<file path="src/rtl/fp_prealign_stage.sv">
// Floating-point pre-alignment stage: unpacks two operands, orders them by magnitude and
// registers everything the aligner needs behind a 2-entry skid buffer. Macro: FP_SUBNORMAL_EN.
module fp_prealign_stage #(
    parameter  int EXP_W   = 8,
    parameter  int FRAC_W  = 23,
    parameter  int SHAMT_W = 5,
    localparam int DATA_W  = 1 + EXP_W + FRAC_W,
    localparam int MANT_W  = FRAC_W + 1
) (
    input  logic                    Clk,
    input  logic                    ResetN,
    input  logic                    InValid,
    output logic                    InReady,
    input  logic [DATA_W-1:0]       Operand1,
    input  logic [DATA_W-1:0]       Operand2,
    input  logic [1:0]              Operation,
    output logic                    OutValid,
    input  logic                    OutReady,
    output logic [EXP_W-1:0]        OutBigExp,
    output logic [MANT_W-1:0]       OutBigMant,
    output logic [MANT_W-1:0]       OutSmallMant,
    output logic [SHAMT_W-1:0]      OutShift,
    output logic                    OutSwapped,
    output logic                    OutEffSub,
    output logic                    OutSign,
    output logic                    OutZeroDiff,
    output logic [1:0]              OutCompare,
    output logic                    OutExactCancel,
    output logic signed [EXP_W+1:0] OutMDExponent,
    output logic [3:0]              OutSpecial
);

    localparam int BIAS = 2 ** (EXP_W - 1) - 1;
    localparam int SAT  = FRAC_W + 4;
    localparam logic signed [EXP_W+1:0] BIAS_X = BIAS[EXP_W+1:0];
    localparam logic [EXP_W:0]          SAT_E  = SAT[EXP_W:0];
    localparam logic [SHAMT_W-1:0]      SAT_S  = SAT[SHAMT_W-1:0];
    localparam logic [EXP_W-1:0]        EXP_ONE = {{(EXP_W-1){1'b0}}, 1'b1};
    localparam int PAY_W = EXP_W + 2*MANT_W + SHAMT_W + 4 + 2 + 1 + (EXP_W+2) + 4;

    typedef struct packed {
        logic              s;
        logic [EXP_W-1:0]  e;
        logic [MANT_W-1:0] m;
        logic              nan;
        logic              inf;
        logic              zero;
    } op_t;

    function automatic op_t unpack(input logic [DATA_W-1:0] x);
        logic [EXP_W-1:0]  e;
        logic [FRAC_W-1:0] f;
        op_t               u;
        e     = x[DATA_W-2 -: EXP_W];
        f     = x[FRAC_W-1:0];
        u.s   = x[DATA_W-1];
        u.nan = (&e) && (|f);
        u.inf = (&e) && !(|f);
`ifdef FP_SUBNORMAL_EN
        // Subnormals keep their fraction and sit at the minimum normal exponent.
        u.e    = (e == '0) ? EXP_ONE : e;
        u.m    = {|e, f};
        u.zero = (e == '0) && (f == '0);
`else
        // Without subnormal support an exponent-0 operand is a signed zero.
        u.e    = e;
        u.m    = (e == '0) ? '0 : {1'b1, f};
        u.zero = (e == '0);
`endif
        return u;
    endfunction

    function automatic logic [SHAMT_W-1:0] sat_shift(input logic [EXP_W-1:0] d);
        if ({1'b0, d} > SAT_E)
            return SAT_S;
        return d[SHAMT_W-1:0];
    endfunction

    op_t                     w_o1;
    op_t                     w_o2;
    logic                    w_swap;
    logic                    w_eff_sub;
    logic                    w_exact;
    logic                    w_sign;
    logic                    w_zero_diff;
    logic [1:0]              w_cmp;
    logic [EXP_W-1:0]        w_diff;
    logic [EXP_W-1:0]        w_big_exp;
    logic [MANT_W-1:0]       w_big_mant;
    logic [MANT_W-1:0]       w_small_mant;
    logic signed [EXP_W+1:0] w_e1x;
    logic signed [EXP_W+1:0] w_e2x;
    logic signed [EXP_W+1:0] w_md;
    logic [3:0]              w_special;
    logic [PAY_W-1:0]        w_payload;
    logic                    w_in_xfer;
    logic                    w_out_free;

    assign w_o1 = unpack(Operand1);
    assign w_o2 = unpack(Operand2);

    assign w_swap       = (w_o2.e > w_o1.e) || ((w_o2.e == w_o1.e) && (w_o2.m > w_o1.m));
    assign w_zero_diff  = (w_o1.e == w_o2.e);
    assign w_diff       = w_swap ? (w_o2.e - w_o1.e) : (w_o1.e - w_o2.e);
    assign w_big_exp    = w_swap ? w_o2.e : w_o1.e;
    assign w_big_mant   = w_swap ? w_o2.m : w_o1.m;
    assign w_small_mant = w_swap ? w_o1.m : w_o2.m;
    assign w_cmp        = (w_o1.m == w_o2.m) ? 2'b00 : ((w_o1.m > w_o2.m) ? 2'b01 : 2'b10);

    assign w_eff_sub = !Operation[1] && (Operation[0] ^ w_o1.s ^ w_o2.s);
    assign w_exact   = w_eff_sub && w_zero_diff && (w_o1.m == w_o2.m);
    assign w_sign    = Operation[1] ? (w_o1.s ^ w_o2.s)
                     : (w_exact ? 1'b0 : (w_swap ? (w_o2.s ^ Operation[0]) : w_o1.s));

    // Two guard bits above the exponent keep E1+E2-BIAS and E1-E2+BIAS from wrapping.
    assign w_e1x = signed'({2'b00, w_o1.e});
    assign w_e2x = signed'({2'b00, w_o2.e});
    assign w_md  = Operation[0] ? (w_e1x - w_e2x + BIAS_X) : (w_e1x + w_e2x - BIAS_X);

    assign w_special = {w_o1.nan | w_o2.nan, w_o1.inf, w_o2.inf, w_o1.zero | w_o2.zero};

    assign w_payload = {w_big_exp, w_big_mant, w_small_mant, sat_shift(w_diff), w_swap,
                        w_eff_sub, w_sign, w_zero_diff, w_cmp, w_exact, w_md, w_special};

    logic             r_out_valid;
    logic             r_skid_valid;
    logic             r_in_ready;
    logic [PAY_W-1:0] r_main;
    logic [PAY_W-1:0] r_skid;

    assign w_in_xfer  = InValid && r_in_ready;
    assign w_out_free = !r_out_valid || OutReady;

    // Skid entry absorbs the one transfer accepted while the output was stalled.
    always_ff @(posedge Clk or negedge ResetN) begin
        if (!ResetN) begin
            r_out_valid  <= 1'b0;
            r_skid_valid <= 1'b0;
            r_in_ready   <= 1'b1;
            r_main       <= '0;
            r_skid       <= '0;
        end else if (w_out_free) begin
            if (r_skid_valid) begin
                r_main       <= r_skid;
                r_out_valid  <= 1'b1;
                r_skid_valid <= 1'b0;
                r_in_ready   <= 1'b1;
            end else if (w_in_xfer) begin
                r_main      <= w_payload;
                r_out_valid <= 1'b1;
            end else begin
                r_out_valid <= 1'b0;
            end
        end else if (w_in_xfer) begin
            r_skid       <= w_payload;
            r_skid_valid <= 1'b1;
            r_in_ready   <= 1'b0;
        end
    end

    assign InReady  = r_in_ready;
    assign OutValid = r_out_valid;
    assign {OutBigExp, OutBigMant, OutSmallMant, OutShift, OutSwapped, OutEffSub, OutSign,
            OutZeroDiff, OutCompare, OutExactCancel, OutMDExponent, OutSpecial} = r_main;

endmodule

</file>
<file path="config.mk">
export PLATFORM = sky130hd
export DESIGN_NAME = fp_prealign_stage
export DESIGN_NICKNAME = d
export VERILOG_FILES = /design/src/rtl/fp_prealign_stage.sv
export SDC_FILE = /design/constraint.sdc
export NUM_CORES = 1
export LEC_CHECK = 0
export CORE_MARGIN = 2
export CORE_UTILIZATION = 35
export CTS_CLUSTER_DIAMETER = 100
export DETAILED_ROUTE_END_ITERATION = 6
export PLACE_DENSITY_LB_ADDON = 0.1
export RECOVER_POWER = 100
export SYNTH_ARGS = -nofsm -noshare
export SYNTH_HDL_FRONTEND = slang
export SYNTH_SLANG_ARGS = --single-unit
</file>
<file path="constraint.sdc">
create_clock -name Clk -period 1.9 [get_ports Clk]
set_input_delay 0.285 -clock Clk [delete_from_list [all_inputs] [get_ports Clk]]
set_output_delay 0.285 -clock Clk [all_outputs]
set_load 0.01 [all_outputs]
</file>
==> results.yml <==
global_routing:
  grt_pass1_vias: 10800
  grt.overflow.total: 0
  track_usage_pct: 24.9
  grt_pass1_wl_mm: 60.2
  grt_max_degree: 60
  antenna_found_initial: 0
worst_hold_path:
  min_path_type: "primary input to register"
  holdPathStages: 5
pwr:
  vdd_drop_max_v: 0.000555
  total_leakage_power_nw: 8.31
  p_per_area_nw_per_um2: 578
  total_power_mw: 10.4
clock_tree:
  insertion_delay_ns: 0.45
  htree_levels: 4
  root_buffer: "clkbuf_16"
  tritoncts: "built"
  clk_transition_reported_paths_ns: 0.08
  cts_buffer_depth: 2
  cts_buffers: 17
  cts.sinks: 167
setup_path:
  path_class: "primary input to register"
  critPathCaptureType: "register"
  worstPathRequired_ns: 2.22
  worst_setup_path_start_kind: "primary input"
  max_stage_delay_ns: 0.39
  slowest_stage: "nor4_4"
  arrival_ns: 3.42
  path_max_fanout: 6
  ff2ff_setup_slack_ns: -0.10
  crit_chain: "buf_8 -> nor4_4 -> nand2_4 -> buf_12 -> buf_16 -> nand2_4 -> inv_4 -> ha_4 -> nand4_1 -> nor4_4 -> o31a_1 -> buf_4 -> o21ai_4 -> buf_12 -> buf_6 -> a21o_1 -> a311oi_2 -> o21ai_1"
  ff2ff_path_depth: 5
placement:
  place_area_um2: 14700
  port_buffers: 153
  pre_cts_slack_ns: -1.98
  hpwl_mm: 26.7
  place.gp.congestion: 0.879
  dpl.cell_count: 1968
die:
  dieArea_um2: 31400
  start_util_pct: 35.5
  ios: 154
  rows: 63
  dieWidth_um: 177
  die_y_um: 177
  core-area_um2: 29600
routing:
  routed_wl_mm: 40.9
  drtAntennaViolNets: 0
  via_per_inst: 5.40
  vias: 11200
  firstDrtPassIters: 7
  dr.first_iter.drc_count: 857
  avgRoutedWirePerCell_um: 19.8
  route.detailed.drc: 0
synth:
  ys.flop_type: "dfrtp_1"
  ys_seq_elements: 167
  async_flop_share_pct: 100
  syn_nets: 1391
  synth_cell_types: 71
  synthTopCellsByArea: "dfrtp_1, a21oi_1, ha_1, nand2_1, o21ai_0"
  synth-edff-count: 0
  post-synth-top-area-cell: "dfrtp_1"
  netlist_area_um2: 10500
  synthCells: 1261
  yosys.area.top_type_share_pct: 39.6
  yosysSeqAreaShare_pct: 39.8
  yosys_warnings: 0
  syn_avg_cell_area_um2: 8.32
layout:
  final_common_cell: "buf_4"
  final.fill_count: 2462
  nets: 1794
  finalInstanceArea_um2: 18000
  syn2layout_area_growth_pct: 71.5
  antennaDiodeCount: 0
  final_cell_mix: "buf_4, dfrtp_1, nand2_1"
  drive_above_1_share_pct: 41.6
  instances_no_fill: 2066
timing:
  skew_ns: 0.0131
  worst_pin_slew_ns: 0.988
  slew_headroom_pct: 34.2
  fmax_mhz: 323
  setup_viol: 151
  fin_tns_setup_ns: -145.63
  fin_crit_ns: 3.10
  rsz0062_at_grt: "true"
  hold_viol_final: 0
  slew_viol_final: 0
  worst_slack_ns: -1.20
  min_period_over_period_pct: 163
status:
  violations: "setup timing"
  status: "finished with violations"
job:
  maxCapViolCount: 0
critical path: cells and delay by family:
kind	cells	cell delay [ns]
simple gates	5	1.12
buf+inv	7	0.91
compound gates	5	0.85
fa+ha+maj	1	0.25
area by class of cell:
class	count	area, um^2	area share, %
multi-input cells	904	7660	42.6
repair buffers	469	4630	25.7
flip-flops and latches	167	4180	23.2
well taps	390	488	2.71
inverters	105	434	2.41
clock buffers	17	425	2.36
clock inverters	14	189	1.05
metal layers:
layer	vias up	share of wire [%]	GRT usage [%]
li1	5295	-	-
met1	5511	45	34.1
met2	303	48	40.5
met3	52	4.8	4.17
met4	0	2.0	6.92
met5	-	0	0
power by group:
| group | internal [mW] | switching [mW] |
|---|---|---|
| combinational | 1.47 | 1.60 |
| clock | 2.11 | 1.68 |
| sequential | 3.55 | 0 |
state kept, by name (all words and copies together), names as in the netlist:
register      cells
r_skid_valid      1
OutValid          1
InReady           1
r_main           82
r_skid           82
worst paths after layout:
| kind | start | endpoint |
|---|---|---|
| min reg2reg | r_main[4] | r_main[4] |
| min | Operand2[26] | r_skid[77] |
| min in group asynchronous | ResetN | r_main[16] |
| max in group asynchronous | ResetN | r_skid[22] |
| max reg2reg | r_skid_valid | r_main[23] |
| max | Operand1[28] | r_main[18] |
repair_timing:
item                                    CTS  global route
pin swaps                                71            95
hold endpoints to repair                 33             0
gates resized for setup                 273           205
cloned                                    9             8
endpoints found under the setup margin  152           154
hold buffers                              1             0
buffers inserted                         28            26
cell families (layout without fill, tap and decap cells):
kind of cell | count (synthesis) | count (layout) | synth area share, %
buf+inv | 190 | 605 | 7.49
flops | 167 | 167 | 39.8
simple gates | 388 | 388 | 17.6
fa+ha+maj | 60 | 60 | 7.37
compound gates | 422 | 422 | 24.6
mux | 17 | 17 | 1.76
xor+xnor | 17 | 17 | 1.42
cell usage after synthesis (all sizes together) (10+ instances only):
library cell,instances
nor2,49
o21ai,138
nand2,149
nor4,16
nor3,103
mux2,12
a211o,12
a22o,10
a21oi,145
ha,57
dfrtp,166
a21o,18
a211oi,46
nand3,17
clkbuf,51
buf,34
nand4,13
inv,105
per-stage QoR:
step	util (%)	hold WS (ns)
floorplan	-	-0.0106
global placement	49.9	0.228
detailed placement	49.9	0.229
CTS	56.8	0.332
global route	60.9	0.405
finish	60.9	0.383
Power figures use the tool's default switching activity.
